$ cat src/rtl/imm_narrower.sv
// Narrows 32-bit values into 17-bit unsigned / 18-bit signed immediate fields with
// range check, optional saturation, overflow flag/counter and a 2-entry output queue.
module imm_narrower #(
  parameter int DATA_W = 32,
  parameter int UNS_W  = 17,
  parameter int SGN_W  = 18,
  parameter int CNT_W  = 16
) (
  input  logic              clk,
  input  logic              rst,
  input  logic              in_valid,
  output logic              in_ready,
  input  logic [DATA_W-1:0] in_data,
  input  logic              in_sel,
  input  logic              in_sat,
  output logic              out_valid,
  input  logic              out_ready,
  output logic [SGN_W-1:0]  out_imm,
  output logic              out_sel,
  output logic              out_ovf,
  output logic [CNT_W-1:0]  ovf_count,
  input  logic              clr_count
);

  localparam int HI_U = DATA_W - UNS_W;
  localparam int HI_S = DATA_W - SGN_W + 1;
  localparam logic [SGN_W-1:0] U_MAX = {{(SGN_W-UNS_W){1'b0}}, {UNS_W{1'b1}}};
  localparam logic [SGN_W-1:0] S_MAX = {1'b0, {(SGN_W-1){1'b1}}};
  localparam logic [SGN_W-1:0] S_MIN = {1'b1, {(SGN_W-1){1'b0}}};
  localparam logic [CNT_W-1:0] CNT_MAX = {CNT_W{1'b1}};
  localparam logic [CNT_W-1:0] CNT_ONE = {{(CNT_W-1){1'b0}}, 1'b1};

  typedef struct packed {
    logic             sel;
    logic             ovf;
    logic [SGN_W-1:0] imm;
  } entry_t;

  // Returns {overflow, field}; a value fits when every bit above the field agrees
  // with what the extender would regenerate (zeros, or copies of the sign bit).
  function automatic logic [SGN_W:0] narrow(input logic [DATA_W-1:0] d,
                                            input logic sel,
                                            input logic sat);
    logic             fit;
    logic [SGN_W-1:0] imm;
    if (sel) begin
      fit = (&d[DATA_W-1:SGN_W-1]) | ~(|d[DATA_W-1:SGN_W-1]);
      if (fit || !sat) begin
        imm = d[SGN_W-1:0];
      end else if (d[DATA_W-1]) begin
        imm = S_MIN;
      end else begin
        imm = S_MAX;
      end
    end else begin
      fit = (d[DATA_W-1:UNS_W] == {HI_U{1'b0}});
      if (fit || !sat) begin
        imm = {{(SGN_W-UNS_W){1'b0}}, d[UNS_W-1:0]};
      end else begin
        imm = U_MAX;
      end
    end
    return {~fit, imm};
  endfunction

  logic [1:0]     r_occ;
  logic           r_in_ready;
  logic           r_out_valid;
  entry_t         r_head;
  entry_t         r_tail;
  logic [CNT_W-1:0] r_cnt;

  logic [SGN_W:0] w_nar;
  entry_t         w_new;
  logic           w_push;
  logic           w_pop;
  logic [1:0]     w_occ_nxt;
  entry_t         w_head_nxt;
  entry_t         w_tail_nxt;
  logic           w_cnt_inc;

  assign w_nar     = narrow(in_data, in_sel, in_sat);
  assign w_new     = '{sel: in_sel, ovf: w_nar[SGN_W], imm: w_nar[SGN_W-1:0]};
  assign w_push    = in_valid & r_in_ready;
  assign w_pop     = r_out_valid & out_ready;
  assign w_cnt_inc = w_push & w_new.ovf;

  // Queue next-state: head register drives the outputs directly, tail holds the second word.
  always_comb begin
    w_occ_nxt  = r_occ;
    w_head_nxt = r_head;
    w_tail_nxt = r_tail;
    case (r_occ)
      2'd0: begin
        if (w_push) begin
          w_head_nxt = w_new;
          w_occ_nxt  = 2'd1;
        end else begin
          w_occ_nxt  = 2'd0;
        end
      end
      2'd1: begin
        if (w_push && w_pop) begin
          w_head_nxt = w_new;
        end else if (w_push) begin
          w_tail_nxt = w_new;
          w_occ_nxt  = 2'd2;
        end else if (w_pop) begin
          w_occ_nxt  = 2'd0;
        end else begin
          w_occ_nxt  = 2'd1;
        end
      end
      2'd2: begin
        if (w_pop) begin
          w_head_nxt = r_tail;
          w_occ_nxt  = 2'd1;
        end else begin
          w_occ_nxt  = 2'd2;
        end
      end
      default: begin
        w_occ_nxt = 2'd0;
      end
    endcase
  end

  // Queue state; ready/valid are registered from the next occupancy so neither
  // depends combinationally on out_ready.
  always_ff @(posedge clk) begin
    if (rst) begin
      r_occ       <= 2'd0;
      r_in_ready  <= 1'b1;
      r_out_valid <= 1'b0;
      r_head      <= '0;
      r_tail      <= '0;
    end else begin
      r_occ       <= w_occ_nxt;
      r_in_ready  <= (w_occ_nxt != 2'd2);
      r_out_valid <= (w_occ_nxt != 2'd0);
      r_head      <= w_head_nxt;
      r_tail      <= w_tail_nxt;
    end
  end

  // Saturating overflow counter; a clear coinciding with an overflowing accept leaves 1.
  always_ff @(posedge clk) begin
    if (rst) begin
      r_cnt <= {CNT_W{1'b0}};
    end else if (clr_count) begin
      r_cnt <= w_cnt_inc ? CNT_ONE : {CNT_W{1'b0}};
    end else if (w_cnt_inc && (r_cnt != CNT_MAX)) begin
      r_cnt <= r_cnt + CNT_ONE;
    end else begin
      r_cnt <= r_cnt;
    end
  end

  assign in_ready  = r_in_ready;
  assign out_valid = r_out_valid;
  assign out_imm   = r_head.imm;
  assign out_sel   = r_head.sel;
  assign out_ovf   = r_head.ovf;
  assign ovf_count = r_cnt;

endmodule
$ cat config.mk
export PLATFORM = sky130hd
export DESIGN_NAME = imm_narrower
export DESIGN_NICKNAME = d
export VERILOG_FILES = /design/src/rtl/imm_narrower.sv
export SDC_FILE = /design/constraint.sdc
export NUM_CORES = 1
export LEC_CHECK = 0
export CAP_MARGIN = 40
export CORE_MARGIN = 1
export CORE_UTILIZATION = 29
export DETAILED_ROUTE_END_ITERATION = 8
export PLACE_DENSITY = 0.59
export SLEW_MARGIN = 20
export SYNTH_ARGS = -nofsm -noshare
export SYNTH_HDL_FRONTEND = slang
export SYNTH_SLANG_ARGS = --single-unit
$ cat constraint.sdc
create_clock -name clk -period 4.4 [get_ports clk]
set_input_delay 0.88 -clock clk [delete_from_list [all_inputs] [get_ports clk]]
set_output_delay 0.88 -clock clk [all_outputs]
set_load 0.1 [all_outputs]
* Word level (Yosys, flattened, before mapping) *
Cells that the tools add are included.

word-level totals
  logic and storage cells = 57
  output and inout bits = 38
  register bits = 60
  bits of input ports = 39

cells by class
  add/sub/neg operators = 1
  reduce and logical (&&, ||, !) cells = 14
  multiplexer cells = 18
  bitwise operators = 7
  eq/ne operators = 7

operator list
  kind                                                                   count
  20-bit 2-to-1 mux                                                      3
  20-bit case mux with 3 select lines                                    1
  18-bit 2-to-1 mux                                                      3
  16-bit 2-to-1 mux                                                      2
  17-bit 2-to-1 mux                                                      1
  16-bit by 1-bit adder with 16-bit output, second input constant        1
  16-bit inequality test, second input constant                          1
  15-bit logical NOT                                                     1
  15-bit AND reduction                                                   1
  15-bit OR reduction                                                    1
  2-bit inequality test, second input constant                           4
  2-bit 2-to-1 mux                                                       3
  2-bit case mux with 3 select lines                                     1
  1-bit 2-to-1 mux                                                       4
  4-bit AND reduction                                                    1
  2-bit nonzero test                                                     2
  1-bit AND                                                              3
  1-bit NOT                                                              3
  3-bit AND reduction                                                    1
  3-bit nonzero test                                                     1
  2-bit by 1-bit equality test with 1-bit output, second input constant  1
  2-bit equality test, second input constant                             1
  1-bit logical AND                                                      2
  2-bit logical NOT                                                      1
  other kinds (3)                                                        4

* Longest topological paths before layout *
  depth in word-level cells = 9
  mapped depth = 7
  mapped depth without buffers = 6

* Worst setup path before layout *
Ideal clock, no wire load.

  kind = input port to flip-flop
  start point = input port in_data[20]
  end point = register r_head, in the netlist out_imm[2]
  path slack = 1.749 ns
  buffers on the path = 1
  stages on the path = 6
  required time = 4.314 ns
  arrival = 2.566 ns
  cell sequence = or4_4 > o41a_1 > a31oi_4 > buf_6 > o21ai_1 > a211oi_1

on the way
  longest elaborated chain between the ends = 8

ends and longest elaborated chain
  element                                      RTL line  source
  start: declaration                           13        input logic [DATA_W-1:0] in_data,
  15-bit OR reduction                          47        fit = (&d[DATA_W-1:SGN_W-1]) | ~(|d[DATA_W-1:SGN_W-1]);
  1-bit NOT                                    47
  1-bit bitwise OR                             47
  1-bit logical OR                             48        if (fit || !sat) begin
  18-bit 2-to-1 mux                            48
  18-bit 2-to-1 mux (*)                        46        if (sel) begin
  20-bit 2-to-1 mux, on equally long branches  103, 95
  20-bit case mux with 3 select lines (*)      93        case (r_occ)
  end signal: assignment                       141       r_head <= w_head_nxt;
  end: declaration                             69        entry_t r_head;

Every way passes the cells marked *; elsewhere a longest branch is shown, timed or not. The select of a mux whose other input is x is not followed.
A chain may end at the register's enable or synchronous reset.

* Worst setup path in the final report *
  start point = input port in_data[21]
  end point = register r_head, in the netlist out_imm[1]

The elaborated chain is that of the path after synthesis.

==> impl_results.rst <==
.. list-table::
   :header-rows: 1

   * - Metric
     - Value
   * - Critical path start-end classification
     - in2reg
   * - Post-synthesis net count
     - slightly below 400
   * - Post-cts gate resize count
     - 0
   * - Relative contribution of the clock network to total power
     - 29.6%
   * - Overall via count from detail_route
     - just over 3000
   * - Actual transition at the worst max-transition pin
     - around 810 ps
   * - Number of hold violations in the final report
     - 0
   * - Maximum number of pins on one net before global-route repair
     - 31
   * - Critical path capture point type
     - flop
   * - FILL cells
     - between 900 and 1000
   * - Sum of routed wire length over all layers
     - approximately 8300 um
   * - Total number of yosys warnings
     - 0
   * - Clock latency on the worst-skew pair
     - between 300 and 400 ps
   * - Via-per-instance ratio
     - a little over 5
   * - Final-layout worst hold slack
     - 457 ps
   * - Pwr/cell area
     - approximately 380 nW/um2
   * - Maximum buffer depth of the clock tree
     - 2
   * - Max Transition Viols Final
     - 0
   * - Critical Path Start
     - in_data[21]
   * - Vias in the first global route
     - 2795
   * - Detailed route wirelength on metal3
     - between 400 and 500 um
   * - Number of DRC violations after detailed routing
     - 0
   * - Multi-input gate area in the final layout
     - ~1500 um2
   * - H-Tree Level Count
     - 3
   * - Most common library cells after synthesis
     - 60 x dfxtp_1, 47 x nor2_1, 37 x nand2_1
   * - Final design area excluding fillers
     - approximately 4500 um2
   * - Maximum Capacitance Violations
     - 0
   * - Kind of path behind the tightest hold check
     - reg2reg
   * - Most common cell in the netlist
     - dfxtp_1
   * - Total congestion overflow after global routing
     - 0
   * - Summed negative setup slack over all endpoints
     - 0 ps
   * - IR drop worst, VDD
     - 0.271 mV
   * - Area of the mapped netlist
     - between 2000 and 3000 um2
   * - Leakage power figure
     - between 1.5 and 2 nW
   * - Startpoint type of the worst setup path
     - input port
   * - Top post-synthesis cells by area
     - dfxtp_1 42%, nor2_1 6.1%, a21oi_1 5.9%, o21ai_0 5.6%, a211oi_1 5.2%
   * - Timing endpoint of the critical path
     - out_imm[1]
   * - Number of clock sinks seen by CTS
     - 60
   * - Number of different library cells in the post-synthesis netlist
     - just over 50
   * - Post-synthesis async set-or-reset flop share
     - 0%
   * - Ys flop type
     - dfxtp_1
   * - Number of rows created at floorplan
     - 35
   * - Global-route wire length before repair
     - 13500 um
   * - Die outline height
     - around 100 um
   * - Period utilisation layout
     - between 70% and 80%
   * - Number of enable-type register cells in the synthesized netlist
     - 0
   * - Area of the core
     - ~9400 um2
   * - Final Net Count
     - between 400 and 500
   * - NetSw
     - 633 uW
   * - Largest fanout of any net on the critical path
     - 17
   * - Antenna diode count
     - 0
   * - Worst EP arrival
     - around 3400 ps
   * - Required time worst endpoint
     - approximately 4700 ps
   * - CTS tree
     - yes
   * - Routability cong.
     - 0.767
   * - Maximum clock skew at final layout
     - roughly 11 ps
   * - Port Buffer Count
     - 76
   * - Area growth from synthesis to final layout
     - 55.9%
   * - Yosys reg bits
     - 60
   * - Total power
     - approximately 1.7 mW
   * - Switching part of the total power
     - between 30% and 40%
   * - Crit Reg-Reg Endpoint
     - ovf_count[6]
   * - Fraction of final layout cells with drive strength greater than 1
     - roughly 15%
   * - Met1 Wirelength
     - 3780 um
   * - Launch point of the worst reg-to-reg path
     - ovf_count[1]
   * - Placement-stage cell area
     - about 4300 um2
   * - Fin crit period
     - 3100 ps
   * - Relative slew slack
     - a little under half
   * - Internal Pwr Total
     - 1.07 mW
   * - Sequential cell fraction of total power
     - between 30% and 40%
   * - Number of top-level pins
     - 77
   * - Remaining number of nets flagged by the antenna check after routing
     - 0
   * - Outcome
     - completed
   * - Area of the die
     - just over 10000 um2
   * - Area taken by flip-flops and latches
     - approximately 1200 um2
   * - Root Buffer Master
     - clkbuf_8
   * - Initial core utilization
     - between 30% and 40%
   * - Routed wire length per instance
     - about 14 um
   * - Part of the total power dissipated in combinational logic
     - 34.3%
   * - Width of the die
     - 102 um
   * - Cells after Synth
     - roughly 350
   * - Initial DRC count
     - a little over 90
   * - CTS hold repair buffers
     - 0
   * - Cell taking the most area after synthesis
     - dfxtp_1
   * - Reg-to-reg setup timing slack
     - ~2300 ps
   * - Post-CTS setup buffers
     - 0
   * - Total setup violations reported at the end of the flow
     - 0
   * - RSZ-0062 raised after global routing
     - false
   * - DRT Pass-1 Iters
     - 4
   * - Max Freq
     - 323 MHz
   * - Yosys top cell area share
     - 41.8%
   * - Post-detail-place hpwl
     - around 5700 um
   * - Met2 routed WL
     - between 4000 and 5000 um
   * - Total global routing track utilization
     - 16.7%
   * - Initial antenna violation count
     - 0
   * - Syn avg cell area
     - ~8.3 um2
   * - TritonCTS buffer count
     - 9
   * - Worst r2r path cells
     - 6
   * - Register clock-pin slew on the reported worst setup and hold paths
     - around 70 ps
   * - Highest metal used
     - met4
   * - Sequential fraction of the synthesis area
     - 41.8%
[per-stage QoR]
step | utilization [%] | worst slack [ps] | std cells
after floorplan | - | 1750 | 347
after global placement | 39.0 | 1020 | 538
after CTS | 47.4 | 1330 | 592
final | 47.5 | 1300 | 593
after global routing | 47.5 | 1180 | 593
after detailed placement | 45.2 | 959 | 576
[cells in the final DEF (no fill, tap or decap), types with 3 or more instances in the layout]
cell type        count
a211oi_1            20
a21oi_1             34
and2_1               5
and4_1               3
buf_4                5
buf_8               38
clkbuf_8             9
clkdlybuf4s50_1     76
clkinv_4             4
dfxtp_1             60
mux2i_1              3
nand2_1             37
nand3_1              7
nand4_1              7
nor2_1              47
nor4_1               3
o211ai_1             7
o21ai_0             32
o21ai_1             10
o31ai_1              5
or3_1                5
or4_1               10
[cell type report]
type | instances | area share, %
Sequential cell | 60 | 26.8
Clock buffer | 9 | 2.77
Inverter | 2 | 0.168
Timing Repair Buffer | 120 | 31.2
Tap cell | 129 | 3.61
Clock inverter | 7 | 1.73
Multi-Input combinational cell | 266 | 33.7
[worst max-delay path, cell delays in order]
cell             delay (ps)
clkdlybuf4s50_1         420
or4_1                   610
o41a_1                  490
a31oi_4                 500
o21ai_0                 190
a211oi_1                260
[worst min-delay path by stage]
stage	endpoint	from	cells past startpoint	slack, ps
CTS	r_tail[0]	r_tail[0]	2	460
global placement	r_tail[11]	r_tail[11]	2	430
detailed placement	r_tail[15]	r_tail[15]	2	440
global route	r_tail[0]	r_tail[0]	2	470
floorplan	r_tail[0]	r_tail[0]	2	430
finish	r_tail[14]	r_tail[14]	2	460
[per-layer routing]
| layer | vias to the layer above | global-route usage [%] |
|---|---|---|
| met3 | 4 | 4.21 |
| met1 | 1449 | 20.8 |
| met2 | 92 | 29.0 |
| met4 | 0 | 3.68 |
| met5 | - | 0 |
| li1 | 1521 | - |
[power by group through the flow]
stage	registers (mW)	clock network (mW)	logic, mW
2_1_floorplan	0.836	0	0.144
3_3_place_gp	0.627	0	0.476
3_5_place_dp	0.627	0	0.580
4_1_cts	0.615	0.520	0.581
5_1_grt	0.621	0.545	0.612
6_report	0.615	0.503	0.583
[registers in the layout, summed over array words and instances (netlist names)]
| signal | count |
|---|---|
| in_ready | 1 |
| out_imm | 18 |
| out_ovf | 1 |
| out_sel | 1 |
| out_valid | 1 |
| ovf_count | 16 |
| r_occ | 2 |
| r_tail | 20 |
[logic make-up after synthesis]
family | count (synthesis) | synth area share [%]
buffers and inverters | 21 | 5.66
adder cells (fa/ha/maj) | 1 | 0.436
multiplexers | 3 | 1.05
AO/OA/AOI/OAI | 126 | 27.8
flip-flops | 60 | 41.8
AND/OR/NAND/NOR | 136 | 23.2
(Power assumes the default switching activity.)
